`config.mk`:
```
export PLATFORM = sky130hd
export DESIGN_NAME = tile_render_pipeline_flat
export DESIGN_NICKNAME = d
export VERILOG_FILES = /design/src/rtl/tile_render_pkg.sv /design/src/rtl/tile_render_if.sv /design/src/rtl/tile_palette.sv /design/src/rtl/tile_render_pipeline.sv /design/src/flat_wrapper.sv
export SDC_FILE = /design/constraint.sdc
export NUM_CORES = 1
export LEC_CHECK = 0
export BUFFER_PORTS_ARGS = -buffer_cell sky130_fd_sc_hd__buf_4
export CAP_MARGIN = 20
export CORE_AREA = 5 5 173 175
export DETAILED_ROUTE_END_ITERATION = 16
export DIE_AREA = 0 0 178 180
export PLACE_DENSITY_LB_ADDON = 0.15
export SYNTH_ARGS = -nofsm -noshare
export SYNTH_HDL_FRONTEND = slang
export SYNTH_HIERARCHICAL = 1
export SYNTH_SLANG_ARGS = --single-unit
```
`constraint.sdc`:
```
create_clock -name pixel_clk -period 11.8 [get_ports pixel_clk]
set_input_delay 2.36 -clock pixel_clk [delete_from_list [all_inputs] [get_ports pixel_clk]]
set_output_delay 2.36 -clock pixel_clk [all_outputs]
set_load 0.01 [all_outputs]
```
`src/rtl/tile_render_pkg.sv`:
```
// Shared constants and types for the tile renderer: screen geometry, register map,
// and the RGB444 colour type used by the palette and output stage.
package tile_render_pkg;
  localparam int H_ACTIVE = 640;
  localparam int V_ACTIVE = 480;
  localparam int TILE_SZ  = 16;
  localparam int MAP_COLS = 40;
  localparam int MAP_ROWS = 30;
  localparam int PIPE_LAT = 3;

  localparam logic [4:0] REG_SCROLL_X = 5'd16;
  localparam logic [4:0] REG_SCROLL_Y = 5'd17;
  localparam logic [4:0] REG_CTRL     = 5'd18;

  typedef struct packed {
    logic [3:0] r;
    logic [3:0] g;
    logic [3:0] b;
  } rgb444_t;

  // Bit 0 is enable, bits 12:1 the background colour, matching the register layout.
  typedef struct packed {
    rgb444_t bg;
    logic    enable;
  } ctrl_t;

  typedef struct packed {
    logic hs;
    logic vs;
    logic nb;
  } sync_t;

  // Modular add of a screen coordinate and a scroll offset (both already < modulus
  // in the active area, so one conditional subtract suffices).
  function automatic logic [9:0] wrap_add(input logic [9:0] a, input logic [9:0] b,
                                          input logic [10:0] modulus);
    logic [10:0] s;
    s = {1'b0, a} + {1'b0, b};
    if (s >= modulus) s = s - modulus;
    return s[9:0];
  endfunction
endpackage

```
`src/rtl/tile_render_if.sv`:
```
// Signal bundle between the VGA timing generator / BRAMs / CPU side and the renderer.
interface tile_render_if;
  logic [9:0]  drawX;
  logic [9:0]  drawY;
  logic        active_nblank;
  logic        hs_in;
  logic        vs_in;
  logic [10:0] map_addr;
  logic [7:0]  map_data;
  logic [15:0] pix_addr;
  logic [3:0]  pix_data;
  logic        reg_we;
  logic [4:0]  reg_addr;
  logic [15:0] reg_wdata;
  logic [3:0]  red;
  logic [3:0]  green;
  logic [3:0]  blue;
  logic        hs_out;
  logic        vs_out;
  logic        nblank_out;
  logic        frame_start;
  logic [15:0] frame_count;

  modport slave (
    input  drawX, drawY, active_nblank, hs_in, vs_in, map_data, pix_data,
           reg_we, reg_addr, reg_wdata,
    output map_addr, pix_addr, red, green, blue, hs_out, vs_out, nblank_out,
           frame_start, frame_count
  );

  modport master (
    output drawX, drawY, active_nblank, hs_in, vs_in, map_data, pix_data,
           reg_we, reg_addr, reg_wdata,
    input  map_addr, pix_addr, red, green, blue, hs_out, vs_out, nblank_out,
           frame_start, frame_count
  );
endinterface

```
`src/rtl/tile_palette.sv`:
```
// 16-entry RGB444 palette: one synchronous write port, one combinational read port.
module tile_palette
  import tile_render_pkg::*;
(
  input  logic    clk,
  input  logic    rst,
  input  logic    we,
  input  logic [3:0] waddr,
  input  rgb444_t wdata,
  input  logic [3:0] raddr,
  output rgb444_t rdata
);
  rgb444_t mem [16];

  always_ff @(posedge clk or posedge rst) begin
    if (rst) begin
      for (int i = 0; i < 16; i++) mem[i] <= '0;
    end else if (we) begin
      mem[waddr] <= wdata;
    end
  end

  assign rdata = mem[raddr];
endmodule

```
`src/rtl/tile_render_pipeline.sv`:
```
// Tilemap pixel generator: scrolled map fetch, tile pixel fetch, palette lookup,
// registered RGB444 out with syncs delayed to stay aligned with the colour.
module tile_render_pipeline
  import tile_render_pkg::*;
(
  input  logic pixel_clk,
  input  logic reset,
  tile_render_if.slave bus
);
  logic [9:0]  sx_sh, sy_sh, sx_act, sy_act;
  ctrl_t       ctrl;
  logic        frame_edge;
  logic        frame_start_q;
  logic [15:0] frame_cnt_q;

  assign frame_edge = (bus.drawX == 10'd0) && (bus.drawY == 10'(V_ACTIVE));

  // CPU registers and per-frame scroll latch. A shadow write in the boundary cycle
  // lands in the shadow only; the active copy takes the pre-write value.
  always_ff @(posedge pixel_clk or posedge reset) begin
    if (reset) begin
      sx_sh         <= '0;
      sy_sh         <= '0;
      sx_act        <= '0;
      sy_act        <= '0;
      ctrl          <= '0;
      frame_start_q <= 1'b0;
      frame_cnt_q   <= '0;
    end else begin
      if (bus.reg_we) begin
        case (bus.reg_addr)
          REG_SCROLL_X: if (bus.reg_wdata[9:0] < 10'(H_ACTIVE)) sx_sh <= bus.reg_wdata[9:0];
          REG_SCROLL_Y: if (bus.reg_wdata[9:0] < 10'(V_ACTIVE)) sy_sh <= bus.reg_wdata[9:0];
          REG_CTRL:     ctrl <= ctrl_t'(bus.reg_wdata[12:0]);
          default: ;
        endcase
      end
      frame_start_q <= frame_edge;
      if (frame_edge) begin
        sx_act      <= sx_sh;
        sy_act      <= sy_sh;
        frame_cnt_q <= frame_cnt_q + 16'd1;
      end
    end
  end

  // Palette writes are addresses 0-15, i.e. reg_addr[4] clear.
  rgb444_t pal_rd;
  tile_palette u_palette (
    .clk   (pixel_clk),
    .rst   (reset),
    .we    (bus.reg_we && !bus.reg_addr[4]),
    .waddr (bus.reg_addr[3:0]),
    .wdata (rgb444_t'(bus.reg_wdata[11:0])),
    .raddr (bus.pix_data),
    .rdata (pal_rd)
  );

  // Stage 0: scrolled world coordinate and map address (row*40 = row*32 + row*8).
  logic [9:0] wx, wy;
  logic [5:0] row, col;
  assign wx  = wrap_add(bus.drawX, sx_act, 11'(H_ACTIVE));
  assign wy  = wrap_add(bus.drawY, sy_act, 11'(V_ACTIVE));
  assign row = wy[9:4];
  assign col = wx[9:4];
  assign bus.map_addr = {row, 5'd0} + {2'd0, row, 3'd0} + {5'd0, col};

  // Stage 1: map_data arrives; in-tile offsets ride along one cycle.
  logic [3:0] px1, py1;
  always_ff @(posedge pixel_clk or posedge reset) begin
    if (reset) begin
      px1 <= '0;
      py1 <= '0;
    end else begin
      px1 <= wx[3:0];
      py1 <= wy[3:0];
    end
  end
  assign bus.pix_addr = {bus.map_data, py1, px1};

  // Sync/blank delay line; index k holds the value sampled k cycles ago.
  sync_t                sync_in;
  sync_t [PIPE_LAT:1]   sync_pipe;
  assign sync_in = '{hs: bus.hs_in, vs: bus.vs_in, nb: bus.active_nblank};

  always_ff @(posedge pixel_clk or posedge reset) begin
    if (reset) begin
      for (int i = 1; i <= PIPE_LAT; i++) sync_pipe[i] <= '{hs: 1'b1, vs: 1'b1, nb: 1'b0};
    end else begin
      sync_pipe <= {sync_pipe[PIPE_LAT-1:1], sync_in};
    end
  end

  // Stage 2: pix_data arrives; index 0 is transparent, disabled output shows bg.
  rgb444_t pix_rgb, rgb_next, rgb_q;
  always_comb begin
    pix_rgb  = pal_rd;
    if (!ctrl.enable || bus.pix_data == 4'd0) pix_rgb = ctrl.bg;
    rgb_next = sync_pipe[PIPE_LAT-1].nb ? pix_rgb : '0;
  end

  // Stage 3: registered output, lands in the same cycle as sync_pipe[PIPE_LAT].
  always_ff @(posedge pixel_clk or posedge reset) begin
    if (reset) rgb_q <= '0;
    else       rgb_q <= rgb_next;
  end

  logic unused_wdata;
  assign unused_wdata = ^bus.reg_wdata[15:13];

  assign bus.red         = rgb_q.r;
  assign bus.green       = rgb_q.g;
  assign bus.blue        = rgb_q.b;
  assign bus.hs_out      = sync_pipe[PIPE_LAT].hs;
  assign bus.vs_out      = sync_pipe[PIPE_LAT].vs;
  assign bus.nblank_out  = sync_pipe[PIPE_LAT].nb;
  assign bus.frame_start = frame_start_q;
  assign bus.frame_count = frame_cnt_q;
endmodule

```
`src/flat_wrapper.sv`:
```
// flat-port wrapper written by rule: the top's interface ports become plain ports
module tile_render_pipeline_flat import tile_render_pkg::*;
  (pixel_clk, reset, bus_drawX, bus_drawY, bus_active_nblank, bus_hs_in, bus_vs_in, bus_map_data, bus_pix_data, bus_reg_we, bus_reg_addr, bus_reg_wdata, bus_map_addr, bus_pix_addr, bus_red, bus_green, bus_blue, bus_hs_out, bus_vs_out, bus_nblank_out, bus_frame_start, bus_frame_count);
  tile_render_if bus_i ();
  input  logic pixel_clk;
  input  logic reset;
  input wire logic [$bits(bus_i.drawX)-1:0] bus_drawX;
  input wire logic [$bits(bus_i.drawY)-1:0] bus_drawY;
  input wire logic [$bits(bus_i.active_nblank)-1:0] bus_active_nblank;
  input wire logic [$bits(bus_i.hs_in)-1:0] bus_hs_in;
  input wire logic [$bits(bus_i.vs_in)-1:0] bus_vs_in;
  input wire logic [$bits(bus_i.map_data)-1:0] bus_map_data;
  input wire logic [$bits(bus_i.pix_data)-1:0] bus_pix_data;
  input wire logic [$bits(bus_i.reg_we)-1:0] bus_reg_we;
  input wire logic [$bits(bus_i.reg_addr)-1:0] bus_reg_addr;
  input wire logic [$bits(bus_i.reg_wdata)-1:0] bus_reg_wdata;
  output wire logic [$bits(bus_i.map_addr)-1:0] bus_map_addr;
  output wire logic [$bits(bus_i.pix_addr)-1:0] bus_pix_addr;
  output wire logic [$bits(bus_i.red)-1:0] bus_red;
  output wire logic [$bits(bus_i.green)-1:0] bus_green;
  output wire logic [$bits(bus_i.blue)-1:0] bus_blue;
  output wire logic [$bits(bus_i.hs_out)-1:0] bus_hs_out;
  output wire logic [$bits(bus_i.vs_out)-1:0] bus_vs_out;
  output wire logic [$bits(bus_i.nblank_out)-1:0] bus_nblank_out;
  output wire logic [$bits(bus_i.frame_start)-1:0] bus_frame_start;
  output wire logic [$bits(bus_i.frame_count)-1:0] bus_frame_count;
  assign bus_i.drawX = bus_drawX;
  assign bus_i.drawY = bus_drawY;
  assign bus_i.active_nblank = bus_active_nblank;
  assign bus_i.hs_in = bus_hs_in;
  assign bus_i.vs_in = bus_vs_in;
  assign bus_i.map_data = bus_map_data;
  assign bus_i.pix_data = bus_pix_data;
  assign bus_i.reg_we = bus_reg_we;
  assign bus_i.reg_addr = bus_reg_addr;
  assign bus_i.reg_wdata = bus_reg_wdata;
  assign bus_map_addr = bus_i.map_addr;
  assign bus_pix_addr = bus_i.pix_addr;
  assign bus_red = bus_i.red;
  assign bus_green = bus_i.green;
  assign bus_blue = bus_i.blue;
  assign bus_hs_out = bus_i.hs_out;
  assign bus_vs_out = bus_i.vs_out;
  assign bus_nblank_out = bus_i.nblank_out;
  assign bus_frame_start = bus_i.frame_start;
  assign bus_frame_count = bus_i.frame_count;
  tile_render_pipeline u_core (.pixel_clk(pixel_clk), .reset(reset), .bus(bus_i));
endmodule
```
==> run_results.csv <==
group,metric,value,unit
status,status,"finished clean",
global_routing,use_met2,31.7,%
synth,ys.flop_type,"dfrtp_1",
timing,finalHoldViolations,0,
critical_path,arrival,7.10,ns
timing,rsz0062_at_grt,"false",
timing,finalSetupTns,0,ns
synth,synth_nets,1101,
clock_tree,clock_latency,0.50,ns
critical_path,worst_ep_required_time,9.44,ns
cells_and_area,areaGrowthSynthToFinish,16.4,%
clock_tree,root_buffer,"clkbuf_16",
synth,netlist_area,0.0138,sq mm
routing,ant_nets,0,
clock_tree,clock-sinks,291,
timing,max_freq,106,MHz
placed_design,dp_hpwl,19.7,mm
synth,yosysUniqueCellTypes,61,
critical_path,crit_fanout,7,
floorplan,dieArea,0.0320,sq mm
global_routing,antenna_found_initial,0,
floorplan,row_count,62,
timing,hold-worst-slack,0.355,ns
floorplan,die_y,180,um
global_routing,grt_pass1_vias,8908,
cells_and_area,num_antenna_cells,0,
timing,final-setup-viol-count,0,
cells_and_area,finalNetCount,1190,
routing,wl_per_cell,19.9,um
cells_and_area,final-seq-area,0.00729,sq mm
timing,max_slew.worst_pin.slew,1.14,ns
critical_path,criticalPathCategory,"in -> out",
floorplan,io_pins,118,
critical_path,cp-start-kind,"primary input",
timing,post-route-period-util,80.1,%
synth,synth_seq_cells,291,
global_routing,grt_max_degree,80,
timing,fin_skew,0.0108,ns
global_routing,grt_pass1_wl,48.4,mm
power_and_ir_drop,max-vdd-ir-drop,0.120,mV
run,cap_violations,0,
timing,slew_viol_final,0,
power_and_ir_drop,p_per_area,168,mW/mm^2
floorplan,die_w,178,um
clock_tree,cts_tree,"yes",
placed_design,placed_cell_area,0.0149,sq mm
cells_and_area,drive_above_1_share,42.8,%
floorplan,start_util,48.9,%
floorplan,coreArea,0.0283,sq mm
placed_design,port_buffers,98,
global_routing,grt-ovfl-total,0,
power_and_ir_drop,power,2.71,mW
synth,synthArstFlopShare,100,%
synth,yosysWarnings,6,
synth,synthTopCellsByArea,"dfrtp_1 52%, mux2_2 20%, mux4_2 7.8%",
hold_path,min_path_type,"reg -> reg",
timing,relSlewSlack,23.8,%
clock_tree,clk_pin_slew,0.06,ns
placed_design,routabilityCongestion,0.809,
synth,synth_area_leader_cell,"dfrtp_1",
cells_and_area,fin_area,0.0161,sq mm
clock_tree,cts-resized-gates,0,
global_routing,grt_util_met1,26.1,%
timing,fin_crit,9.46,ns
synth,synth_top_area_share,51.5,%
routing,drc,0,
clock_tree,cts_buffers,34,
routing,vias,8396,
global_routing,grt_busiest_layer,"met2",
clock_tree,ctsHoldBuffers,0,
synth,synth-edff-count,0,
clock_tree,postCtsSetupRepairBufs,0,
routing,wl,29.9,mm
clock_tree,h-tree-depth,2,
global_routing,use_met3,2.65,%
clock_tree,cts_buffer_depth,3,
synth,synth_cells,1005,
synth,yosysSeqAreaShare,52.7,%
critical_path,worst_setup_path_end_kind,"primary output",
routing,drt-vias-per-instance,5.60,
power_and_ir_drop,power_leakage,7.46,nW
synth,synth.avg_cell_area,13.8,sq um
global_routing,track_usage,18.9,%
routing,dr.first_iter.drc_count,392,
routing,first_pass_iters,4,
cells_and_area,multi_input_area,0.00619,sq mm
cells_and_area,fillers,2404,
[sequential cells by signal, summed over array words and instances (netlist names)]
name,flops
u_core/u_palette/mem,192
u_core/bus.frame_count,16
u_core/ctrl,13
u_core/sx_act,10
u_core/sx_sh,10
u_core/sy_act,10
u_core/sy_sh,10
u_core/sync_pipe,6
u_core/bus.blue,4
u_core/bus.green,4
u_core/bus.red,4
u_core/px1,4
u_core/py1,4
u_core/bus.frame_start,1
u_core/bus.hs_out,1
u_core/bus.nblank_out,1
u_core/bus.vs_out,1
[cell usage after synthesis, types with 6 or more instances]
master	count
buf_2	21
buf_4	12
nand3_1	8
a21boi_0	13
dfstp_2	6
xnor2_1	31
nor3_1	14
dfrtp_1	285
nand2_1	59
nor4_1	6
o21ai_0	9
nand2b_1	7
nor2_1	39
clkbuf_1	26
ha_1	34
mux2_2	242
a22oi_1	25
mux4_2	48
inv_1	20
a21oi_1	14
a21o_1	6
xor2_1	10
[logic make-up after synthesis]
group,count (synthesis),share of synthesized area [%]
simple gates,167,5.81
buf+inv,82,2.79
mux,291,27.6
flops,291,52.7
xor+xnor,41,2.60
compound gates,96,5.04
fa+ha+maj,37,3.51
[critical path, stage by stage]
cell,delay [ns]
buf_4,0.11
ha_1,0.22
fa_1,0.40
a21o_1,0.21
a221o_1,0.32
or2_1,0.25
xnor2_1,0.32
inv_1,0.15
ha_1,0.23
a41oi_1,0.22
o31a_2,0.26
xnor2_1,0.19
ha_1,0.28
ha_1,0.23
fa_1,0.41
a21o_1,0.18
a21oi_1,0.22
o21bai_1,0.09
a21oi_1,0.18
xnor2_1,0.13
buf_4,0.14
[power breakdown]
part           internal, mW  switching [mW]  total [mW]
Combinational         0.238           0.173       0.410
Clock                 0.679           0.393        1.07
Sequential             1.15          0.0713        1.23
Total                  2.07           0.637        2.71
[path summary, 6_finish.rpt]
path	from	endpoint	slack, ns	cells after the start
worst min-delay path	u_core/sync_pipe[5]	u_core/bus.hs_out	0.35	0
worst min register to register	u_core/sync_pipe[5]	u_core/bus.hs_out	0.35	0
worst max-delay path	bus_drawY[0]	bus_map_addr[10]	2.34	21
worst max register to register	u_core/u_palette/mem[190]	u_core/bus.red[2]	10.17	5
min in group asynchronous	reset	u_core/bus.blue[3]	1.86	2
max in group asynchronous	reset	u_core/u_palette/mem[11]	8.21	4
[placed cells by master, fill, tap and decap left out, types with 4 or more instances in the layout]
| cell | netlist | final |
|---|---|---|
| nand4_1 | 5 | 5 |
| nor2b_1 | 5 | 5 |
| nand3_1 | 8 | 8 |
| xor2_1 | 10 | 10 |
| o21ai_0 | 9 | 9 |
| a21boi_0 | 13 | 13 |
| xnor2_1 | 31 | 31 |
| nand2_1 | 59 | 59 |
| clkbuf_16 | 0 | 35 |
| o21bai_1 | 4 | 4 |
| a21o_1 | 6 | 6 |
| nor4_1 | 6 | 6 |
| clkbuf_1 | 26 | 5 |
| mux2_2 | 242 | 242 |
| nor3_1 | 14 | 11 |
| nand2b_1 | 7 | 7 |
| buf_4 | 12 | 111 |
| dfrtp_1 | 285 | 285 |
| dfstp_2 | 6 | 6 |
| mux4_2 | 48 | 48 |
| a22oi_1 | 25 | 25 |
| bufinv_16 | 0 | 4 |
| nor2_1 | 39 | 39 |
| and2_1 | 4 | 4 |
| inv_1 | 20 | 18 |
| clkbuf_8 | 0 | 8 |
| ha_1 | 34 | 34 |
| a21oi_1 | 14 | 14 |
[area by class of cell]
| class | instances | area share (%) |
|---|---|---|
| multi-input cells | 632 | 38.4 |
| repair buffers | 115 | 5.61 |
| clock buffers | 48 | 6.24 |
| well taps | 384 | 2.98 |
| inverters | 20 | 0.513 |
| clock inverters | 10 | 0.986 |
| flip-flops and latches | 291 | 45.3 |
[metal layers]
metal	share of wire [%]	routed length, um	up-vias
met3	4.3	1280	43
met4	1.7	506	0
met1	45	13500	4362
li1	-	-	3832
met5	0	0	-
met2	49	14600	159
[through the flow]
stage                     utilization (%)  std cells  setup slack [ns]
after floorplan                         -       1005              2.91
after global placement               52.5       1438              2.36
after detailed placement             52.6       1440              2.35
after CTS                            56.7       1498              2.34
after global routing                 56.9       1500              1.98
final                                56.9       1500              2.34
Note: power is estimated with default switching activity, not from simulation.
